### src/rtl/inst_fetch_unit.sv
// inst_fetch_unit: fetch stage feeding the control unit.
// Holds the PC, issues one word fetch at a time over a req/ack handshake,
// registers the returned word and offers it to decode with valid/ready.
// Redirects from execute replace the PC and drop any in-flight word.
// Optional feature macro: FETCH_TIMEOUT_EN adds a fetch timeout counter,
// a sticky fetch_err flag and a terminal ERR state (left only via rst_n).
module inst_fetch_unit #(
    parameter logic [31:0] RESET_PC    = 32'h0000_0000,
    parameter int          TIMEOUT_CYC = 16
) (
    input  logic        clk,
    input  logic        rst_n,
    output logic        imem_req,
    output logic [31:0] imem_addr,
    input  logic        imem_ack,
    input  logic [31:0] imem_rdata,
    input  logic        redirect_valid,
    input  logic [31:0] redirect_pc,
    input  logic        id_ready,
    output logic        id_valid,
    output logic [31:0] id_instr,
    output logic [31:0] id_pc,
    output logic [4:0]  id_opcode,
    output logic        fetch_err
);

    localparam logic [1:0] S_IDLE = 2'd0;
    localparam logic [1:0] S_REQ  = 2'd1;
    localparam logic [1:0] S_FULL = 2'd2;
`ifdef FETCH_TIMEOUT_EN
    localparam logic [1:0] S_ERR  = 2'd3;
    // Counter only needs to reach TIMEOUT_CYC-1.
    localparam int CNT_W = (TIMEOUT_CYC > 1) ? $clog2(TIMEOUT_CYC) : 1;
`else
    localparam int unused_timeout_cyc = TIMEOUT_CYC;
`endif

    logic [1:0]  state_q, state_d;
    logic [31:0] pc_q, pc_d;
    logic        id_valid_q, id_valid_d;
    logic [31:0] id_instr_q, id_instr_d;
    logic [31:0] id_pc_q, id_pc_d;
`ifdef FETCH_TIMEOUT_EN
    logic [CNT_W-1:0] cnt_q, cnt_d;
    logic             fetch_err_q, fetch_err_d;
`endif

    // Next-state and datapath update; redirect outranks ack and id_ready.
    always_comb begin
        state_d     = state_q;
        pc_d        = pc_q;
        id_valid_d  = id_valid_q;
        id_instr_d  = id_instr_q;
        id_pc_d     = id_pc_q;
`ifdef FETCH_TIMEOUT_EN
        cnt_d       = '0;
        fetch_err_d = fetch_err_q;
`endif
        case (state_q)
            S_IDLE: begin
                state_d = S_REQ;
                if (redirect_valid) begin
                    pc_d = redirect_pc & ~32'h3;
                end
            end
            S_REQ: begin
                if (redirect_valid) begin
                    // Any word returned this cycle belongs to the old path.
                    pc_d       = redirect_pc & ~32'h3;
                    id_valid_d = 1'b0;
                    state_d    = S_REQ;
                end else if (imem_ack) begin
                    id_instr_d = imem_rdata;
                    id_pc_d    = pc_q;
                    id_valid_d = 1'b1;
                    state_d    = S_FULL;
                end else begin
`ifdef FETCH_TIMEOUT_EN
                    if (cnt_q == CNT_W'(TIMEOUT_CYC - 1)) begin
                        fetch_err_d = 1'b1;
                        state_d     = S_ERR;
                    end else begin
                        cnt_d = cnt_q + CNT_W'(1);
                    end
`endif
                end
            end
            S_FULL: begin
                if (redirect_valid) begin
                    pc_d       = redirect_pc & ~32'h3;
                    id_valid_d = 1'b0;
                    state_d    = S_REQ;
                end else if (id_ready) begin
                    pc_d       = pc_q + 32'd4;
                    id_valid_d = 1'b0;
                    state_d    = S_REQ;
                end
            end
`ifdef FETCH_TIMEOUT_EN
            S_ERR: begin
                // Terminal: ignore redirects, wait for reset.
                state_d    = S_ERR;
                id_valid_d = 1'b0;
            end
`endif
            default: begin
                state_d = S_IDLE;
            end
        endcase
    end

    // State and datapath registers with asynchronous active-low reset.
    always_ff @(posedge clk or negedge rst_n) begin
        if (!rst_n) begin
            state_q     <= S_IDLE;
            pc_q        <= RESET_PC;
            id_valid_q  <= 1'b0;
            id_instr_q  <= 32'h0;
            id_pc_q     <= 32'h0;
`ifdef FETCH_TIMEOUT_EN
            cnt_q       <= '0;
            fetch_err_q <= 1'b0;
`endif
        end else begin
            state_q     <= state_d;
            pc_q        <= pc_d;
            id_valid_q  <= id_valid_d;
            id_instr_q  <= id_instr_d;
            id_pc_q     <= id_pc_d;
`ifdef FETCH_TIMEOUT_EN
            cnt_q       <= cnt_d;
            fetch_err_q <= fetch_err_d;
`endif
        end
    end

    assign imem_req  = (state_q == S_REQ);
    assign imem_addr = pc_q;
    assign id_valid  = id_valid_q;
    assign id_instr  = id_instr_q;
    assign id_pc     = id_pc_q;
    assign id_opcode = id_instr_q[6:2];
`ifdef FETCH_TIMEOUT_EN
    assign fetch_err = fetch_err_q;
`else
    assign fetch_err = 1'b0;
`endif

endmodule

### config.mk
export PLATFORM = sky130hd
export DESIGN_NAME = inst_fetch_unit
export DESIGN_NICKNAME = d
export VERILOG_FILES = /design/src/rtl/inst_fetch_unit.sv
export SDC_FILE = /design/constraint.sdc
export NUM_CORES = 1
export LEC_CHECK = 0
export BUFFER_PORTS_ARGS = -buffer_cell sky130_fd_sc_hd__buf_2
export CAP_MARGIN = 40
export CORE_UTILIZATION = 44
export DETAILED_ROUTE_END_ITERATION = 8
export PLACE_DENSITY = 0.8
export SYNTH_ARGS = -nofsm -noshare
export SYNTH_HDL_FRONTEND = slang
export SYNTH_SLANG_ARGS = --single-unit
export TNS_END_PERCENT = 50
### constraint.sdc
create_clock -name clk -period 1.83 [get_ports clk]
set_input_delay 0 -clock clk [delete_from_list [all_inputs] [get_ports clk]]
set_output_delay 0 -clock clk [all_outputs]
set_load 0.01 [all_outputs]
==> impl_metrics.yaml, run 1 <==
synth:
  syn_inst: 408
  synth_seq_cells: 95
  seq_area_frac_synth: 0.525
  synth_edf_count: 0
  synthFlopType: "dfrtp_1"
  synth_cell_types: 45
  yosys-top-cells-count: "dfrtp_1 (95), mux2_2 (63), a21oi_1 (33)"
  ys_top_cells_by_area: "dfrtp_1 (52%), mux2_2 (16%), a21oi_1 (3.6%)"
  syn_area_um2: 4530
  synth_top_area_frac: 0.525
  asyncSetResetFlopFracSynth: 1.00
  post_synth.cell_area_avg_um2: 11.1
  synth_largest_area_cell: "dfrtp_1"
  synth_warnings: 0
  yosys.cell_count.top_type: "dfrtp_1"
timing:
  fmax_mhz: 562
  worst_slew_pin_slew_ns: 0.521
  slew_violations: 0
  relSlewSlack: 0.653
  period_needed_ns: 1.78
  rsz0062_at_grt: "true"
  finalHoldViolations: 0
  timing.setup.tns_ns: 0
  fin_skew_ns: 0.0114
  setup_viol: 0
  min_period_over_period: 0.972
drt:
  met1Wirelength_um: 5250
  drc_errors: 0
  drt_first_pass_iters: 4
  ant_nets: 0
  routed.top_layer: "met4"
  route.detailed.vias_per_inst: 5.47
  wl_met2_um: 7030
  dr_total_vias: 4354
  drt_iter0_markers: 259
  wl_met3_um: 796
  routed_wl_um: 13500
  wl_per_cell_um: 17.0
setup_path:
  required_ns: 2.09
  reg2reg_from: "imem_addr[12]"
  end_kind: "flop"
  reg2reg_slack_ns: 0.05
  arrival_ns: 2.04
  crit_path_start: "imem_addr[12]"
  worstSetupPathType: "reg2reg"
  reg2reg_to: "imem_addr[25]"
  worstRegToRegCells: 5
  endpoint: "imem_addr[25]"
  cp_max_fo: 5
  startpoint_type: "flop"
global_route:
  grt_overflow: 0
  grt_pass1_vias: 4178
  grt_use_total: 0.249
  antenna_found_initial: 1
  grt_max_degree: 43
  grt_pass1_wl_um: 20200
clocking:
  cts_max_path_buffers: 2
  cts_made_buffers: 9
  cts.sinks: 95
  clk_pin_slew_ns: 0.10
  cts_tree: "done"
  root_buffer: "clkbuf_8"
  cts_htree_levels: 3
  clk_latency_ns: 0.36
power:
  leakage_uw: 0.00297
  pwr-share-comb: 0.348
  pwr-share-clk: 0.219
  seqPwrFrac: 0.433
  sw_frac_of_total: 0.334
  p_per_area_nw_per_um2: 1060
  p_switching_uw: 2360
  ir_drop_uv: 780
  p_int_uw: 4690
outcome:
  status: "finished, final reports clean"
placement:
  dpl_cell_area_um2: 5750
  gp_congestion: 0.907
  port_buffers: 165
  dpl.hpwl_um: 8910
layout:
  drive_gt1_frac: 0.479
  area_growth_pct: 47.1
  final_area_um2: 6660
  fin_util: 0.675
  finalNetCount: 727
  fillers: 751
job:
  cap_violations: 0
hold_path:
  hold_path_class: "in2reg"
  hold_depth: 3
floorplan:
  start_util: 0.459
  ios: 173
  die_width_um: 103
  fp.coreArea_um2: 9860
  die_y_um: 103
  fp.dieArea_um2: 10700
  row_count: 36
[per-stage QoR]
step / setup WS (ns) / cells / power (µW) / hold slack, ns
after floorplan: -0.0258 / 412 / 4300 / -0.296
after global placement: 0.0657 / 716 / 5270 / -0.0122
after detailed placement: 0.0168 / 716 / 5380 / 0.00733
after CTS: 0.0351 / 791 / 7010 / 0.0105
after global routing: -0.0423 / 796 / 7440 / 0.0357
final: 0.0511 / 796 / 7050 / 0.0325
[registers in the layout, indices dropped and copies added, names as in the netlist]
name,flops
id_pc,30
id_instr,32
id_valid,1
imem_addr,30
state_q,2
[layer usage]
| layer | global-route usage | vias up |
|---|---|---|
| li1 | - | 1997 |
| met1 | 0.302 | 2135 |
| met2 | 0.437 | 182 |
| met3 | 0.0477 | 40 |
| met4 | 0.0943 | 0 |
| met5 | 0 | - |
[cells in the final DEF (no fill, tap or decap), types with 9 or more instances in the layout]
master         netlist  final
nor3_1               9      9
buf_2               10    164
nand3_1             17     16
o21ai_0             18     18
buf_4               10     42
nand2_1             26     26
dlygate4sd3_1        0     59
mux2_2              63     63
a21oi_1             33     31
nor2_1              26     25
clkbuf_8             0      9
dfrtp_1             95     88
o22ai_1             12     12
[what timing repair did]
action / CTS / global route
hold endpoints to repair: 93 / 0
setup endpoints to repair: 2 / 33
pin swaps: 0 / 4
resized for setup: 1 / 12
buffers inserted: 0 / 4
hold buffers: 59 / 0
[cell families after synthesis]
logic type	after synthesis	share of synthesized area
adders and majority gates	1	0.00276
and+or+nand+nor	116	0.143
DFF	95	0.525
AOI/OAI and AO/OA	90	0.124
buffers and inverters	40	0.0442
muxes	65	0.161
other	1	0.000828
[cell type report]
| class | count | area, µm² | share of cell area |
|---|---|---|---|
| inverter | 3 | 11.3 | 0.00169 |
| timing repair buffer | 271 | 1840 | 0.276 |
| antenna | 1 | 2.50 | 0.000376 |
| multi-input combinational | 277 | 2040 | 0.306 |
| clock buffer | 10 | 128 | 0.0192 |
| tap | 133 | 166 | 0.0250 |
| sequential | 95 | 2390 | 0.358 |
| clock inverter | 6 | 93.8 | 0.0141 |
[power by group through the flow]
stage | clock, µW | combinational (µW) | sequential [µW]
global route | 1640 | 2670 | 3130
floorplan | 0 | 930 | 3370
CTS | 1570 | 2410 | 3030
detailed placement | 0 | 2300 | 3080
finish | 1540 | 2460 | 3050
global placement | 0 | 2250 | 3030
[worst min path at each step]
stage                    startpoint             to  slack, ns
floorplan                     rst_n    id_instr[0]      -0.30
global placement              rst_n    id_instr[0]      -0.01
detailed placement            rst_n    id_instr[0]      0.007
CTS                 redirect_pc[25]  imem_addr[25]       0.01
global route        redirect_pc[25]  imem_addr[25]       0.04
finish              redirect_pc[26]  imem_addr[26]       0.03
[worst max-delay path, cell delays in order (launching register included)]
cell and delay (ns):
dfrtp_1 0.40, nand4_4 0.16, or4_4 0.63, o31ai_4 0.21, nor2_1 0.07, a211oi_1 0.20
Note: power is estimated with default switching activity, not from simulation.
==> inputs of run 2 (changes only) <==
==> config.mk (replaced) <==
export PLATFORM = sky130hd
export DESIGN_NAME = inst_fetch_unit
export DESIGN_NICKNAME = d
export VERILOG_FILES = /design/src/rtl/inst_fetch_unit.sv
export SDC_FILE = /design/constraint.sdc
export NUM_CORES = 1
export LEC_CHECK = 0
export CAP_MARGIN = 40
export CORE_UTILIZATION = 51
export DETAILED_ROUTE_END_ITERATION = 8
export DONT_BUFFER_PORTS = 1
export PLACE_DENSITY = 0.73
export SYNTH_ARGS = -nofsm -noshare
export SYNTH_HDL_FRONTEND = slang
export SYNTH_SLANG_ARGS = --single-unit
export TNS_END_PERCENT = 50
==> constraint.sdc (replaced) <==
create_clock -name clk -period 1.83 [get_ports clk]
set_input_delay 0.183 -clock clk [delete_from_list [all_inputs] [get_ports clk]]
set_output_delay 0.183 -clock clk [all_outputs]
set_load 0.01 [all_outputs]
==> run 2 against run 1 <==
The run now ends with negative hold slack left. Register-to-register slack got worse by 0.03 ns. Critical path depth unchanged. Sequential power rose by 11%. First-iteration DRC count is 30% lower. Sequential cell count is the same. Design area decreased by 17%.
==> impl_metrics.yaml, run 2 (same netlist as run 1, synthesis figures left out) <==
job:
  cap_violations: 0
timing:
  rsz0062_at_grt: "true"
  finalHoldViolations: 95
  whs_ns: -0.499
  setup_viol: 0
  timing.setup.tns_ns: 0
  fin_skew_ns: 0.0106
  min_period_over_period: 0.986
  period_needed_ns: 1.80
  slew_violations: 0
  fmax_mhz: 554
floorplan:
  row_count: 34
  die_y_um: 96.3
  start_util: 0.522
  fp.dieArea_um2: 9260
  die_width_um: 96.3
  fp.coreArea_um2: 8680
  ios: 173
drt:
  dr_total_vias: 3499
  routed.top_layer: "met4"
  drc_errors: 0
  routed_wl_um: 11600
  wl_met2_um: 5910
  drt_iter0_markers: 181
  met1Wirelength_um: 4610
  wl_per_cell_um: 20.0
  drt_first_pass_iters: 4
  wl_met3_um: 787
  route.detailed.vias_per_inst: 6.04
  ant_nets: 0
power:
  finalPower_uw: 6460
  ir_drop_uv: 701
  p_per_area_nw_per_um2: 1160
  leakage_uw: 0.00222
clocking:
  cts_tree: "done"
  cts_max_path_buffers: 2
  postCtsHoldBufs: 37
  cts_made_buffers: 9
  clk_pin_slew_ns: 0.09
  cts_htree_levels: 3
  clk_latency_ns: 0.36
  cts_setup_buffers: 0
  root_buffer: "clkbuf_8"
  cts.sinks: 95
layout:
  largest_reg_flops: 32
  diodes: 0
  mostFrequentLayoutCell: "dfrtp_1"
  area_growth_pct: 22.6
  final_area_um2: 5560
  final_cell_mix: "dfrtp_1 (88), mux2_2 (62), buf_4 (40)"
  drive_gt1_frac: 0.316
  fillers: 688
  finalNetCount: 537
placement:
  gp_congestion: 0.881
  dpl.hpwl_um: 7910
  dpl_cell_area_um2: 4900
  port_buffers: 0
setup_path:
  slowest_stage: "or4_4"
  arrival_ns: 2.10
  worstSetupPathType: "reg2reg"
  path_cells: "nand4_2, or4_4, nor4_4, mux2_4, nor2_2"
  cp_slowest_stage_delay_ns: 0.58
  cp_max_fo: 5
  end_kind: "flop"
  critPathBufInv: 0
  crit_family: "simple AND/OR/NAND/NOR gates"
  required_ns: 2.13
  startpoint_type: "flop"
outcome:
  violations: "negative hold slack"
  status: "finished, violations left"
global_route:
  grt_max_degree: 96
  antenna_found_initial: 0
  grt_pass1_vias: 3510
  grt_use_total: 0.255
  grt_pass1_wl_um: 17500
  grt_overflow: 0
hold_path:
  hold_path_class: "in2async"
-- run 2: changes by cell type in the layout (fill, tap and decap cells not counted), moves of 2 or more --
cell,previous run,this run
buf_4,42,40
dlygate4sd3_1,59,37
buf_6,2,0
or3b_4,2,0
buf_2,164,0
-- run 2: layer usage --
layer  global-route usage  up-vias
met5                    0        -
met4                0.104        0
met3               0.0553       20
met2                0.427      141
met1                0.320     1733
li1                     -     1605
-- run 2: worst paths after layout --
path	start	slack, ns	end	depth (start not counted)
min reg2reg	id_pc[23]	0.59	id_pc[23]	1
max in group asynchronous	rst_n	2.14	imem_addr[5]	0
max reg2reg	imem_addr[13]	0.03	imem_addr[29]	5
min	rst_n	-0.50	id_pc[19]	0
min in group clk	id_ready	0.01	state_q[1]	2
max	imem_addr[13]	0.03	imem_addr[29]	5
-- run 2: timing repair --
action | 4_1_cts | 5_1_grt
gates resized for setup | 0 | 9
hold endpoints to repair | 132 | 95
endpoints found under the setup margin | 0 | 9
-- run 2: area by class of cell --
| class | instances | area, µm² | share of cell area |
|---|---|---|---|
| clock inverters | 5 | 106 | 0.0191 |
| repair buffers | 81 | 751 | 0.135 |
| inverters | 3 | 11.3 | 0.00203 |
| clock buffers | 10 | 138 | 0.0248 |
| flip-flops and latches | 95 | 2390 | 0.429 |
| well taps | 108 | 135 | 0.0243 |
| multi-input cells | 277 | 2030 | 0.365 |
-- run 2: metrics by stage --
step                      hold slack (ns)  cells  setup WS, ns   util
final                              -0.499    579        0.0261  0.640
after global routing               -0.522    579       -0.0389  0.640
after CTS                          -0.506    579        0.0143  0.636
after detailed placement           -0.109    527        0.0342  0.565
after global placement             -0.110    527        0.0563  0.565
after floorplan                    -0.113    412       -0.0258      -
-- run 2: report_power, final --
part / internal (µW) / switching, µW / leakage [µW]
Clock: 940 / 735 / 0.000119
Combinational: 739 / 659 / 0.00101
Sequential: 2680 / 706 / 0.00109
Total: 4360 / 2100 / 0.00222
